`config.mk`:
```
export PLATFORM = sky130hd
export DESIGN_NAME = iob_tdp_ram_loader
export DESIGN_NICKNAME = d
export VERILOG_FILES = /design/src/rtl/iob_tdp_ram_loader.sv
export SDC_FILE = /design/constraint.sdc
export NUM_CORES = 1
export LEC_CHECK = 0
export ABC_AREA = 1
export ABC_CLOCK_PERIOD_IN_PS = 2900
export CORE_UTILIZATION = 52
export CTS_CLUSTER_DIAMETER = 40
export DETAILED_ROUTE_END_ITERATION = 6
export PLACE_DENSITY = 0.95
export RECOVER_POWER = 25
export SYNTH_ARGS = -nofsm -noshare
export SYNTH_HDL_FRONTEND = slang
export SYNTH_SLANG_ARGS = --single-unit
```
`constraint.sdc`:
```
create_clock -name clk -period 2.9 [get_ports clk]
set_input_delay 0.29 -clock clk [delete_from_list [all_inputs] [get_ports clk]]
set_output_delay 0.29 -clock clk [all_outputs]
set_load 0.02 [all_outputs]
```
`src/rtl/iob_tdp_ram_loader.sv`:
```
// -----------------------------------------------------------------------------
// iob_tdp_ram_loader
//
// Purpose:
//    Fills one port of a dual-port memory from a valid/ready word stream, one
//    word per accepted beat, covering all 2^ADDR_W addresses starting at 0.
//    A running checksum of every accepted word is kept. When the optional
//    readback feature is compiled in, the whole memory is read back after the
//    load and the sum of the readback data is compared against the write sum.
//
// Optional feature macro:
//    LOADER_VERIFY_EN - when defined, adds the VERIFY/CHECK readback pass and
//                       drives error from the comparison. When undefined, the
//                       loader goes straight from LOAD to DONE, never reads,
//                       and error is tied low.
//
// Ports:
//    clk        in   system clock, rising edge
//    rst        in   synchronous active-high reset
//    start      in   begin a load (honoured only in IDLE or DONE)
//    s_valid    in   stream word valid
//    s_data     in   stream word [DATA_W]
//    s_ready    out  loader accepts a word this cycle (high throughout LOAD)
//    mem_en     out  memory port enable
//    mem_we     out  memory port write enable
//    mem_addr   out  memory port address [ADDR_W]
//    mem_wdata  out  memory port write data [DATA_W]
//    mem_rdata  in   memory port read data, one cycle after the read
//    busy       out  high in LOAD, VERIFY and CHECK
//    done       out  load (and check) finished; held until start or rst
//    error      out  readback sum mismatch; meaningful while done=1
//    checksum   out  unsigned sum of all accepted words [DATA_W+ADDR_W]
// -----------------------------------------------------------------------------
module iob_tdp_ram_loader #(
   parameter int DATA_W = 8,
   parameter int ADDR_W = 4
) (
   input  logic                     clk,
   input  logic                     rst,
   input  logic                     start,
   input  logic                     s_valid,
   input  logic [DATA_W-1:0]        s_data,
   output logic                     s_ready,
   output logic                     mem_en,
   output logic                     mem_we,
   output logic [ADDR_W-1:0]        mem_addr,
   output logic [DATA_W-1:0]        mem_wdata,
   input  logic [DATA_W-1:0]        mem_rdata,
   output logic                     busy,
   output logic                     done,
   output logic                     error,
   output logic [DATA_W+ADDR_W-1:0] checksum
);

   localparam int SUM_W = DATA_W + ADDR_W;

   // Last address of the range; the beat or read here ends the pass.
   localparam logic [ADDR_W-1:0] LAST_ADDR = {ADDR_W{1'b1}};

   typedef enum logic [2:0] {
      ST_IDLE   = 3'd0,
      ST_LOAD   = 3'd1,
      ST_VERIFY = 3'd2,
      ST_CHECK  = 3'd3,
      ST_DONE   = 3'd4
   } state_t;

   // Registered state and outputs
   state_t            state_q, state_d;
   logic [ADDR_W-1:0] addr_q, addr_d;
   logic [SUM_W-1:0]  wsum_q, wsum_d;
   logic              busy_q, busy_d;
   logic              done_q, done_d;
   logic              error_q, error_d;
   logic [SUM_W-1:0]  checksum_q, checksum_d;

`ifdef LOADER_VERIFY_EN
   // Readback accumulator and the one-cycle-delayed "read data is valid" flag
   logic [SUM_W-1:0]  rsum_q, rsum_d;
   logic              rvalid_q, rvalid_d;
   logic [SUM_W-1:0]  rdata_ext_s;
   logic [SUM_W-1:0]  rsum_final_s;
`else
   // mem_rdata has no consumer when the readback pass is compiled out
   logic              unused_rdata_s;
   assign unused_rdata_s = ^mem_rdata;
`endif

   logic              beat_s;
   logic [SUM_W-1:0]  sdata_ext_s;
   logic [SUM_W-1:0]  wsum_next_s;

   assign busy     = busy_q;
   assign done     = done_q;
   assign error    = error_q;
   assign checksum = checksum_q;

   // Stream handshake and memory port: decoded from the current state so a
   // write lands in the same cycle as its beat.
   always_comb begin
      s_ready     = (state_q == ST_LOAD);
      beat_s      = s_valid && s_ready;
      sdata_ext_s = {{ADDR_W{1'b0}}, s_data};
      wsum_next_s = wsum_q + sdata_ext_s;
`ifdef LOADER_VERIFY_EN
      rdata_ext_s  = {{ADDR_W{1'b0}}, mem_rdata};
      rsum_final_s = rsum_q + rdata_ext_s;
`endif
      mem_en      = 1'b0;
      mem_we      = 1'b0;
      mem_addr    = {ADDR_W{1'b0}};
      mem_wdata   = {DATA_W{1'b0}};
      case (state_q)
         ST_LOAD: begin
            if (beat_s) begin
               mem_en    = 1'b1;
               mem_we    = 1'b1;
               mem_addr  = addr_q;
               mem_wdata = s_data;
            end else begin
               mem_en    = 1'b0;
            end
         end
`ifdef LOADER_VERIFY_EN
         ST_VERIFY: begin
            mem_en   = 1'b1;
            mem_addr = addr_q;
         end
`endif
         default: begin
            mem_en = 1'b0;
         end
      endcase
   end

   // Next-state and next-register values for the loader FSM
   always_comb begin
      state_d    = state_q;
      addr_d     = addr_q;
      wsum_d     = wsum_q;
      busy_d     = busy_q;
      done_d     = done_q;
      error_d    = error_q;
      checksum_d = checksum_q;
`ifdef LOADER_VERIFY_EN
      rsum_d     = rsum_q;
      rvalid_d   = (state_q == ST_VERIFY);
`endif
      case (state_q)
         ST_IDLE, ST_DONE: begin
            if (start) begin
               state_d    = ST_LOAD;
               addr_d     = {ADDR_W{1'b0}};
               wsum_d     = {SUM_W{1'b0}};
               busy_d     = 1'b1;
               done_d     = 1'b0;
               error_d    = 1'b0;
               checksum_d = {SUM_W{1'b0}};
`ifdef LOADER_VERIFY_EN
               rsum_d     = {SUM_W{1'b0}};
`endif
            end else begin
               state_d = state_q;
            end
         end
         ST_LOAD: begin
            if (beat_s) begin
               // Counter wraps back to 0 after the last address, which is
               // exactly where the readback pass starts.
               addr_d = addr_q + {{(ADDR_W-1){1'b0}}, 1'b1};
               wsum_d = wsum_next_s;
               if (addr_q == LAST_ADDR) begin
`ifdef LOADER_VERIFY_EN
                  state_d    = ST_VERIFY;
`else
                  state_d    = ST_DONE;
                  busy_d     = 1'b0;
                  done_d     = 1'b1;
                  checksum_d = wsum_next_s;
`endif
               end else begin
                  state_d = ST_LOAD;
               end
            end else begin
               state_d = ST_LOAD;
            end
         end
`ifdef LOADER_VERIFY_EN
         ST_VERIFY: begin
            addr_d = addr_q + {{(ADDR_W-1){1'b0}}, 1'b1};
            // The first VERIFY cycle has no read data in flight yet.
            if (rvalid_q) begin
               rsum_d = rsum_final_s;
            end else begin
               rsum_d = rsum_q;
            end
            if (addr_q == LAST_ADDR) begin
               state_d = ST_CHECK;
            end else begin
               state_d = ST_VERIFY;
            end
         end
         ST_CHECK: begin
            // The read of the last address returns here and is folded in
            // directly rather than through rsum_q.
            rsum_d     = rsum_final_s;
            error_d    = (rsum_final_s != wsum_q);
            state_d    = ST_DONE;
            busy_d     = 1'b0;
            done_d     = 1'b1;
            checksum_d = wsum_q;
         end
`endif
         default: begin
            state_d = ST_IDLE;
            busy_d  = 1'b0;
            done_d  = 1'b0;
         end
      endcase
   end

   // Loader state register with synchronous reset
   always_ff @(posedge clk) begin
      if (rst) begin
         state_q    <= ST_IDLE;
         addr_q     <= {ADDR_W{1'b0}};
         wsum_q     <= {SUM_W{1'b0}};
         busy_q     <= 1'b0;
         done_q     <= 1'b0;
         error_q    <= 1'b0;
         checksum_q <= {SUM_W{1'b0}};
`ifdef LOADER_VERIFY_EN
         rsum_q     <= {SUM_W{1'b0}};
         rvalid_q   <= 1'b0;
`endif
      end else begin
         state_q    <= state_d;
         addr_q     <= addr_d;
         wsum_q     <= wsum_d;
         busy_q     <= busy_d;
         done_q     <= done_d;
         error_q    <= error_d;
         checksum_q <= checksum_d;
`ifdef LOADER_VERIFY_EN
         rsum_q     <= rsum_d;
         rvalid_q   <= rvalid_d;
`endif
      end
   end

endmodule
```
==> results.toml <==
[run_status]
status = "finished, final reports clean"

[clocking]
post_cts_resized = 0
cts-buffers-inserted = 5
cts.path.max_buffers = 2
cts_tree = "built"
clkSinkCount = 32
ctsHoldBuffers = 0
htreeDepth = 2
clkLatencyLatePin_ps = 350
path_clk_slew_ps = 100
cts_setup_buffers = 0
clockRootBuffer = "clkbuf_4"

[drt]
routedWlPerCell_um = 12.4
dr_wl_met3_um = 248
drt-pass1-iter-count = 4
drt_iter0_drc = 83
top_layer = "met4"
num_vias = 1837
avgViaCountPerCell = 5.16
drc = 0
wirelength_um = 4410
route.met2.wl_um = 1970
ant_nets = 0
met1Wirelength_um = 2110

[timing]
maxSlewViolCount = 0
worst_slew_pin_slew_ps = 724
period_needed_ps = 2310
relSlewSlack = 0.517
hold_viol = 0
setup_tns_ps = 0
rsz0062_at_grt = "false"
fmax_mhz = 434
skew_ps = 14.7
setup_viol = 0
period_share = 0.795
worst_slack_ps = 594

[logic_synthesis]
syn_nets = 303
ys_seq_area_frac = 0.348
synth.distinct_cells = 29
avgSynthCellArea_um2 = 6.75
yosysWarnings = 0
synth-seq-cells = 32
syn_area_um2 = 1840
syn_inst = 273

[place]
dpl-instance-area_um2 = 2240
dp_hpwl_um = 3170
gp_congestion = 0.911
io_buffers = 40
pre_cts_slack_ps = 608

[critical_path]
ff2ff_path_depth = 8
cp-end-kind = "output port"
required_ps = 2610
path_max_fanout = 16
r2r_start = "state_q[0]"
path_class = "reg2out"
reg2reg_slack_ps = 980
timing.rr.end = "checksum[0]"
cp-start-kind = "flop"
worstPathArrival_ps = 2020

[pwr]
p_leak_nw = 1.05
totalPowerFinal_w = 0.00114
pwr_density_cell_nw_per_um2 = 501
irDropWorstVdd_uv = 291

[final_layout]
mostFrequentLayoutCell = "nand2_1"
layout_common_cells = "nand2_1, a21oi_1, inv_1, dfxtp_1, clkdlybuf4s50_1"
fillers = 304
layout.nets = 339
insertedDiodeCount = 0
design_area_um2 = 2280
layout-drive-gt1-share = 0.0419
syn_to_final_growth_pct = 24.0

[die]
initial_core_util = 0.548
die-area_um2 = 3780
die_h_um = 61.5
die_width_um = 61.5
core.rowCount = 21
coreArea_um2 = 3360
pin_count = 50

[run]
cap_viol_max_count = 0

[min_path]
hold_start = "done"
whs_path_depth = 2
whs_endpoint = "done"
min_path_type = "reg2reg"

[global_route]
track_usage = 0.258
grt_pass1_vias = 1578
antenna_found_initial = 0
grt_max_degree = 32
grt_remaining_overflow = 0
grt_pass1_wl_um = 7050
-- how the worst max path moves through the flow --
stage | startpoint | to | slack, ps | cells after the start
after floorplan | s_data[0] | wsum_q[4] | 1250 | 9
after global placement | s_data[0] | checksum[8] | 670 | 12
after detailed placement | s_data[0] | checksum[6] | 610 | 12
after CTS | state_q[0] | mem_addr[0] | 580 | 5
after global routing | state_q[0] | mem_addr[0] | 500 | 5
final | state_q[0] | mem_addr[0] | 590 | 5
-- per-stage QoR --
| stage | utilization | hold WS, ps | instances |
|---|---|---|---|
| 5_1_grt | 0.679 | 536 | 356 |
| 6_report | 0.679 | 483 | 356 |
| 4_1_cts | 0.682 | 490 | 356 |
| 2_1_floorplan | - | 359 | 273 |
| 3_3_place_gp | 0.665 | 468 | 348 |
| 3_5_place_dp | 0.665 | 473 | 348 |
-- report_power, final --
part	switching, W	internal, W	total [W]
Clock	0.000154	0.000119	0.000273
Combinational	0.000221	0.000136	0.000357
Sequential	0.0000293	0.000485	0.000514
-- critical path, stage by stage (launching register included) --
cell,delay (ps)
dfxtp_1,360
inv_2,80
nor2_8,250
nand2_4,190
nor2_1,170
clkdlybuf4s50_1,630
-- cell families (layout without fill, tap and decap cells) --
kind of cell / count (synthesis) / after routing / share of synthesized area
AOI/OAI and AO/OA: 67 / 67 / 0.189
adders and majority gates: 10 / 10 / 0.0720
buffers and inverters: 48 / 85 / 0.110
DFF: 32 / 32 / 0.348
other: 1 / 1 / 0.00204
and+or+nand+nor: 115 / 115 / 0.279
-- cell type report --
class                           count  area (um2)  share of cell area
Timing Repair Buffer               40         400               0.175
Inverter                           37         139              0.0608
Multi-Input combinational cell    193         987               0.432
Sequential cell                    32         641               0.281
Tap cell                           46        57.6              0.0252
Clock buffer                        8        58.8              0.0258
-- routing by layer --
metal,track usage,up-vias
met3,0.0504,9
met1,0.366,809
met4,0.102,0
met5,0,-
li1,-,966
met2,0.386,53
-- flip-flops by register name, summed over array words and instances, names as in the netlist --
name,count
addr_q,4
busy,1
checksum,12
done,1
state_q,2
wsum_q,12
-- Yosys cell counts --
cell type | count | area share
nor3_1 | 3 | 0.0081
a311oi_1 | 1 | 0.0048
nand3_1 | 18 | 0.049
or2_2 | 1 | 0.0034
nand2_4 | 1 | 0.0061
conb_1 | 1 | 0.0020
buf_4 | 3 | 0.012
fa_1 | 1 | 0.011
nor2_4 | 1 | 0.0061
a21oi_1 | 35 | 0.095
nand4_1 | 4 | 0.014
buf_6 | 1 | 0.0061
inv_1 | 34 | 0.069
inv_2 | 3 | 0.0061
nor2_8 | 1 | 0.011
nor2_1 | 28 | 0.057
ha_1 | 9 | 0.061
or2_1 | 1 | 0.0034
a21boi_0 | 1 | 0.0041
clkbuf_1 | 4 | 0.0081
nand2_1 | 54 | 0.11
o21ai_0 | 11 | 0.030
nand3b_1 | 2 | 0.0081
o21bai_1 | 1 | 0.0041
dfxtp_1 | 32 | 0.35
nand2_2 | 1 | 0.0034
o21ai_2 | 1 | 0.0048
buf_2 | 3 | 0.0081
o21ai_1 | 17 | 0.046
Note: power is estimated with default switching activity, not from simulation.
